$ cat src/rtl/bram_port_arbiter.sv
// -----------------------------------------------------------------------------
// bram_port_arbiter
//   Shares one single-port synchronous BRAM (1-cycle registered read,
//   read-first on write) between two requesters, A and B. At most one
//   access is issued per cycle. When both sides request, either A always
//   wins (PRIORITY_A=1) or a round-robin pointer picks the winner. Read data
//   returns one cycle after the grant, steered to the issuing side by a tag
//   register.
//
// Ports
//   clk, reset                  clock, synchronous active-high reset
//   req_x/we_x/addr_x/din_x     requester x access (held until gnt_x)
//   gnt_x                       access issued this cycle (combinational)
//   rvalid_x/rdata_x            read result for requester x
//   mem_we/mem_addr/mem_din     BRAM write enable, address, write data
//   mem_dout                    BRAM registered read data
// -----------------------------------------------------------------------------
module bram_port_arbiter #(
    parameter int ADDR_WIDTH = 10,
    parameter int DATA_WIDTH = 8,
    parameter bit PRIORITY_A = 1'b0
) (
    input  logic                  clk,
    input  logic                  reset,

    input  logic                  req_a,
    input  logic                  we_a,
    input  logic [ADDR_WIDTH-1:0] addr_a,
    input  logic [DATA_WIDTH-1:0] din_a,
    output logic                  gnt_a,
    output logic                  rvalid_a,
    output logic [DATA_WIDTH-1:0] rdata_a,

    input  logic                  req_b,
    input  logic                  we_b,
    input  logic [ADDR_WIDTH-1:0] addr_b,
    input  logic [DATA_WIDTH-1:0] din_b,
    output logic                  gnt_b,
    output logic                  rvalid_b,
    output logic [DATA_WIDTH-1:0] rdata_b,

    output logic                  mem_we,
    output logic [ADDR_WIDTH-1:0] mem_addr,
    output logic [DATA_WIDTH-1:0] mem_din,
    input  logic [DATA_WIDTH-1:0] mem_dout
);

    typedef enum logic {
        SIDE_A = 1'b0,
        SIDE_B = 1'b1
    } side_e;

    side_e                 ptr_q, ptr_d;            // round-robin: side favoured on a tie
    side_e                 sel_q, sel_d;            // last issuing side, steers the idle mux
    side_e                 tag_side_q, tag_side_d;  // side owning the read in flight
    logic                  tag_valid_q, tag_valid_d;
    logic [DATA_WIDTH-1:0] hold_a_q, hold_a_d;
    logic [DATA_WIDTH-1:0] hold_b_q, hold_b_d;
    side_e                 issue_side;

    // Arbitration. Grants are suppressed during reset so no write can
    // reach the BRAM while the block is being initialised.
    // NOTE: every signal driven here gets a default first, so no path
    // through the block leaves it unassigned and no latch is inferred.
    always_comb begin
        gnt_a = 1'b0;
        gnt_b = 1'b0;
        if (!reset) begin
            if (req_a && req_b) begin
                if (PRIORITY_A || ptr_q == SIDE_A) gnt_a = 1'b1;
                else                               gnt_b = 1'b1;
            end else begin
                gnt_a = req_a;
                gnt_b = req_b;
            end
        end
    end

    // With no grant the address/data mux keeps pointing at the last issuing
    // side, so mem_addr stays at a defined value instead of floating.
    always_comb begin
        issue_side = sel_q;
        if (gnt_a)      issue_side = SIDE_A;
        else if (gnt_b) issue_side = SIDE_B;
    end

    assign mem_addr = (issue_side == SIDE_B) ? addr_b : addr_a;
    assign mem_din  = (issue_side == SIDE_B) ? din_b  : din_a;
    assign mem_we   = (gnt_a && we_a) || (gnt_b && we_b);

    // Read return: the BRAM output is already registered, so it is passed
    // straight through in the cycle the tag says it belongs to.
    assign rvalid_a = !reset && tag_valid_q && (tag_side_q == SIDE_A);
    assign rvalid_b = !reset && tag_valid_q && (tag_side_q == SIDE_B);
    assign rdata_a  = reset ? '0 : (rvalid_a ? mem_dout : hold_a_q);
    assign rdata_b  = reset ? '0 : (rvalid_b ? mem_dout : hold_b_q);

    always_comb begin
        ptr_d       = ptr_q;
        if (gnt_a)      ptr_d = SIDE_B;
        else if (gnt_b) ptr_d = SIDE_A;
        sel_d       = issue_side;
        tag_valid_d = (gnt_a || gnt_b) && !mem_we;
        tag_side_d  = issue_side;
        hold_a_d    = rvalid_a ? mem_dout : hold_a_q;
        hold_b_d    = rvalid_b ? mem_dout : hold_b_q;
    end

    // NOTE: state registers use non-blocking assignments so every flop
    // samples the pre-edge values, independent of statement order.
    // NOTE: only control state is reset; the BRAM contents live outside
    // this block and are deliberately left untouched by reset.
    always_ff @(posedge clk) begin
        if (reset) begin
            ptr_q       <= SIDE_A;
            sel_q       <= SIDE_A;
            tag_valid_q <= 1'b0;
            tag_side_q  <= SIDE_A;
            hold_a_q    <= '0;
            hold_b_q    <= '0;
        end else begin
            ptr_q       <= ptr_d;
            sel_q       <= sel_d;
            tag_valid_q <= tag_valid_d;
            tag_side_q  <= tag_side_d;
            hold_a_q    <= hold_a_d;
            hold_b_q    <= hold_b_d;
        end
    end

endmodule
$ cat config.mk
export PLATFORM = sky130hd
export DESIGN_NAME = bram_port_arbiter
export DESIGN_NICKNAME = d
export VERILOG_FILES = /design/src/rtl/bram_port_arbiter.sv
export SDC_FILE = /design/constraint.sdc
export NUM_CORES = 1
export LEC_CHECK = 0
export ABC_AREA = 0
export CAP_MARGIN = 5
export CORE_AREA = 8 8 65 67
export DETAILED_ROUTE_END_ITERATION = 12
export DIE_AREA = 0 0 73 75
export PLACE_DENSITY = 0.85
export RECOVER_POWER = 100
export SLEW_MARGIN = 20
export SYNTH_ARGS = -nofsm -noshare
export SYNTH_HDL_FRONTEND = slang
export SYNTH_SLANG_ARGS = --single-unit
$ cat constraint.sdc
create_clock -name clk -period 3.8 [get_ports clk]
set_clock_uncertainty 0.2 [all_clocks]
set_input_delay 0.38 -clock clk [delete_from_list [all_inputs] [get_ports clk]]
set_output_delay 0.38 -clock clk [all_outputs]
set_load 0.02 [all_outputs]
# --- Yosys cells after proc, flatten, opt, wreduce, memory -nomap -nowiden ---
# Index checks and enable logic that the tools add are counted.
op_classes:
  muxes: 16
  bitwise_logic: 1
  reduce_logical: 12
ops:
  columns: ["cell", "count"]
  rows:
  - ["$mux W8", 5]
  - ["$mux W1", 10]
  - ["$mux W10", 1]
  - ["$logic_and A1 B1 Y1", 7]
  - ["$logic_not A1 Y1", 2]
  - ["$logic_or A1 B1 Y1", 2]
  - ["$reduce_bool A2 Y1", 1]
  - ["$not A1 Y1", 1]
totals:
  reg_bits: 19
  out_inout_bits: 39
  elab_cells: 34

# --- Longest topological paths before layout ---
depth:
  depth_word: 7
  ltp_mapped: 4
  depth_no_buf: 4

# --- Worst setup path before layout ---
# No wires, ideal clock.
synth_timing:
  kind: "input -> output"
  from: "input port reset"
  to: "output port rdata_a[5]"
  t_arrival_ps: 1476
  required_time_ps: 3220
  slack_ps: 1744
  stages: 3
  path_buffers: 1
  cell_sequence: "nor3b_2 -> clkbuf_1 -> o21ai_0"
synth_between:
  elab_chain_cells: 5
synth_lines:
  columns: ["item", "line_no", "rtl"]
  rows:
  - ["from (decl)", "24", "input logic reset,"]
  - ["$logic_not A1 Y1", "93", "assign rvalid_a = !reset && tag_valid_q && (tag_side_q == SIDE_A);"]
  - ["$logic_and A1 B1 Y1 (2 in a row)", "93", null]
  - ["named net rvalid_a", "31", "output logic rvalid_a,"]
  - ["$mux W8 (2 in a row)", null, null]
  - ["to (decl)", "32", "output logic [DATA_WIDTH-1:0] rdata_a,"]
# The timed path passes the listed nets, and every way through them passes these cells.

# --- Worst setup path after layout ---
layout_timing:
  from: "input port reset"
  to: "output port mem_addr[5]"
layout_between:
  elab_chain_cells: 4
  word_cells_on_any_way: 5
layout_lines:
  columns: ["item", "line_no", "rtl"]
  rows:
  - ["$mux W1", "68", "if (!reset) begin"]
  - ["$mux W1", "84", "else if (gnt_b) issue_side = SIDE_B;"]
  - ["$mux W1 *", "83", "if (gnt_a) issue_side = SIDE_A;"]
  - ["$mux W10 *", "87", "assign mem_addr = (issue_side == SIDE_B) ? addr_b : addr_a;"]
  - ["to (decl)", "43", "output logic [ADDR_WIDTH-1:0] mem_addr,"]
# Every way passes the cells marked *; elsewhere a longest branch is shown, timed or not.

==> metrics.yaml <==
fmax_ghz: 0.293
fin_nets: 248
cp_top_family: "buffers and inverters"
synth_cell_types: 21
clock_sinks: 19
leakagePower_nw: 0.854
yosys.area_share.simple_pct: 26.0
syn_area_um2: 1010
synth.largest_area_cell: "dfxtp_1"
cts_resized: 0
avgSynthCellArea_um2: 9.56
setup_tns_ns: 0
grt_max_degree: 20
dieArea_um2: 5480
gp_congestion: 0.762
start_util_pct: 31.4
cp-end-kind: "primary output"
ys_seq_area_share_pct: 37.5
final_common_cell: "clkdlybuf4s50_1"
post-route-min-period_ns: 3.41
cap_violations: 0
dr_wl_met3_um: 589
cts_root_buf: "clkbuf_4"
fin_crit_sh_pct: 89.8
synth_mux_area_share_pct: 23.3
synth_top_family_by_area: "simple AND/OR/NAND/NOR gates"
synth-compound-area-share_pct: 9.75
synthTopCellsByArea: "dfxtp_1, mux2_4, mux2_2"
track_usage_pct: 12.9
critPathLaunch: "reset"
synthXorXnorAreaFrac_pct: 0
cts_tree: "yes"
wl_met1_um: 1140
path_cells: "dlygate4sd3_1 -> nand2b_1 -> a2bb2oi_4 -> buf_4 -> mux2_2 -> dlygate4sd3_1"
worstHoldStart: "hold_b_q[3]"
crit_type: "in2out"
highest_layer: "met4"
worst_slew_pin_slew_ns: 0.369
vias: 1068
antenna_cells: 0
wl_met2_um: 1800
dr.pass1.iters: 4
yosys_warnings: 0
r2r_start: "tag_side_q"
htreeDepth: 1
numCtsBuffers: 3
die_y_um: 75
status: "complete, no violations"
slew_headroom_pct: 75.3
rows: 21
slew_viol_final: 0
antenna_found_initial: 0
cp_common_cell: "dlygate4sd3_1"
clock_latency_ns: 0.28
hold_path_class: "reg2reg"
crit_slowest_cell: "dlygate4sd3_1"
finalWirelength_um: 3550
post-dp-hpwl_um: 3050
drive_above_1_share_pct: 12.7
io_buffers: 88
fin_hold_ws_ns: 0.274
synthDominantCellAreaShare_pct: 37.5
drcViolationCount: 0
rsz0062_at_grt: "no"
hold_violations: 0
io_pins: 89
critPathBufInv: 3
viasPerCell: 4.40
first_iter_violations: 80
cts_hold_buf: 0
cts_setup_buffers: 0
cts.clk_slew.worst_paths_ns: 0.10
cts_buffer_depth: 2
core_um2: 3230
cp-start-kind: "input port"
synth_fp_nets: 156
max_stage_delay_ns: 0.73
synth_fa_ha_area_share_pct: 0
die-width_um: 73
ys_ff_latch: 19
grt_pass1_vias: 1141
p_per_area_nw_per_um2: 261
arrival_ns: 2.83
syn_to_final_growth_pct: 93.7
cp_max_fo: 19
worstPathRequired_ns: 3.22
ir_drop_mv: 0.121
antenna_left: 0
setup_viol: 0
grt_overflow_total: 0
post_drt_wl_per_cell_um: 14.6
layout_common_cells: "clkdlybuf4s50_1, dlygate4sd3_1, nand2_1, dfxtp_1, nand2b_1"
grt_first_pass_wirelength_um: 5510
syn_inst: 106
path summary, 6_finish.rpt:
kind / slack [ns] / to / cells after the start
max: 0.39 / mem_addr[5] / 6
min: 0.27 / hold_b_q[3] / 2
max reg2reg: 2.28 / hold_b_q[4] / 4
min reg2reg: 0.27 / hold_b_q[3] / 2
stage by stage:
stage	instance area [um^2]	worst slack [ns]	power (mW)	instances	util (%)
global route	1960	0.233	0.536	243	60.7
finish	1960	0.388	0.512	243	60.7
detailed placement	1950	0.566	0.433	239	60.3
floorplan	1010	1.74	0.316	106	-
global placement	1950	0.609	0.430	239	60.3
CTS	1970	0.579	0.528	243	61.1
state kept, by name (all words and copies together), names as in the netlist:
signal and flops:
tag_valid_q 1, hold_b_q 8, hold_a_q 8, ptr_q 1, tag_side_q 1
per-layer routing:
metal,global-route usage [%],vias to the layer above
li1,-,545
met1,11.1,475
met2,23.2,46
met3,9.72,2
met4,3.33,0
met5,0,-
kinds of logic (layout without fill, tap and decap cells):
kind of cell,after synthesis,after routing
DFF,19,19
and+or+nand+nor,49,49
muxes,18,18
AOI/OAI and AO/OA,14,14
buffers and inverters,6,97
cell type report:
cell class / count / area [um^2]
Tap cell: 46 / 57.6
Timing Repair Buffer: 91 / 900
Inverter: 2 / 7.51
Fill cell: 293 / 1270
Multi-Input combinational cell: 81 / 592
Sequential cell: 19 / 380
Clock buffer: 4 / 26.3
worst register-to-register path: cells and delay by family, from the launching register on:
family	cells	cell delay [ns]
and+or+nand+nor	3	0.52
DFF	1	0.36
buffers and inverters	1	0.33
report_power, final:
part	switching (mW)	leakage [nW]	internal, mW	total [mW]
combinational	0.0846	0.684	0.117	0.202
clock	0.0570	0.0150	0.0407	0.0977
sequential	0.00354	0.155	0.209	0.212
total	0.145	0.854	0.367	0.512
synth_stat cells:
library cell and n:
buf_8 1, a211oi_1 1, a21oi_1 2, and2b_4 1
inv_1 1, dfxtp_1 19, clkbuf_1 3, o21ai_0 8
nor3b_2 1, nor3b_1 1, o21bai_1 1, clkinv_1 1
nand2b_1 9, nor2_1 3, nand2_1 24, nand3b_1 9
a21o_1 1, mux2_4 9, nand2b_2 1, a2bb2oi_4 1
mux2_2 9
(Power assumes the default switching activity.)
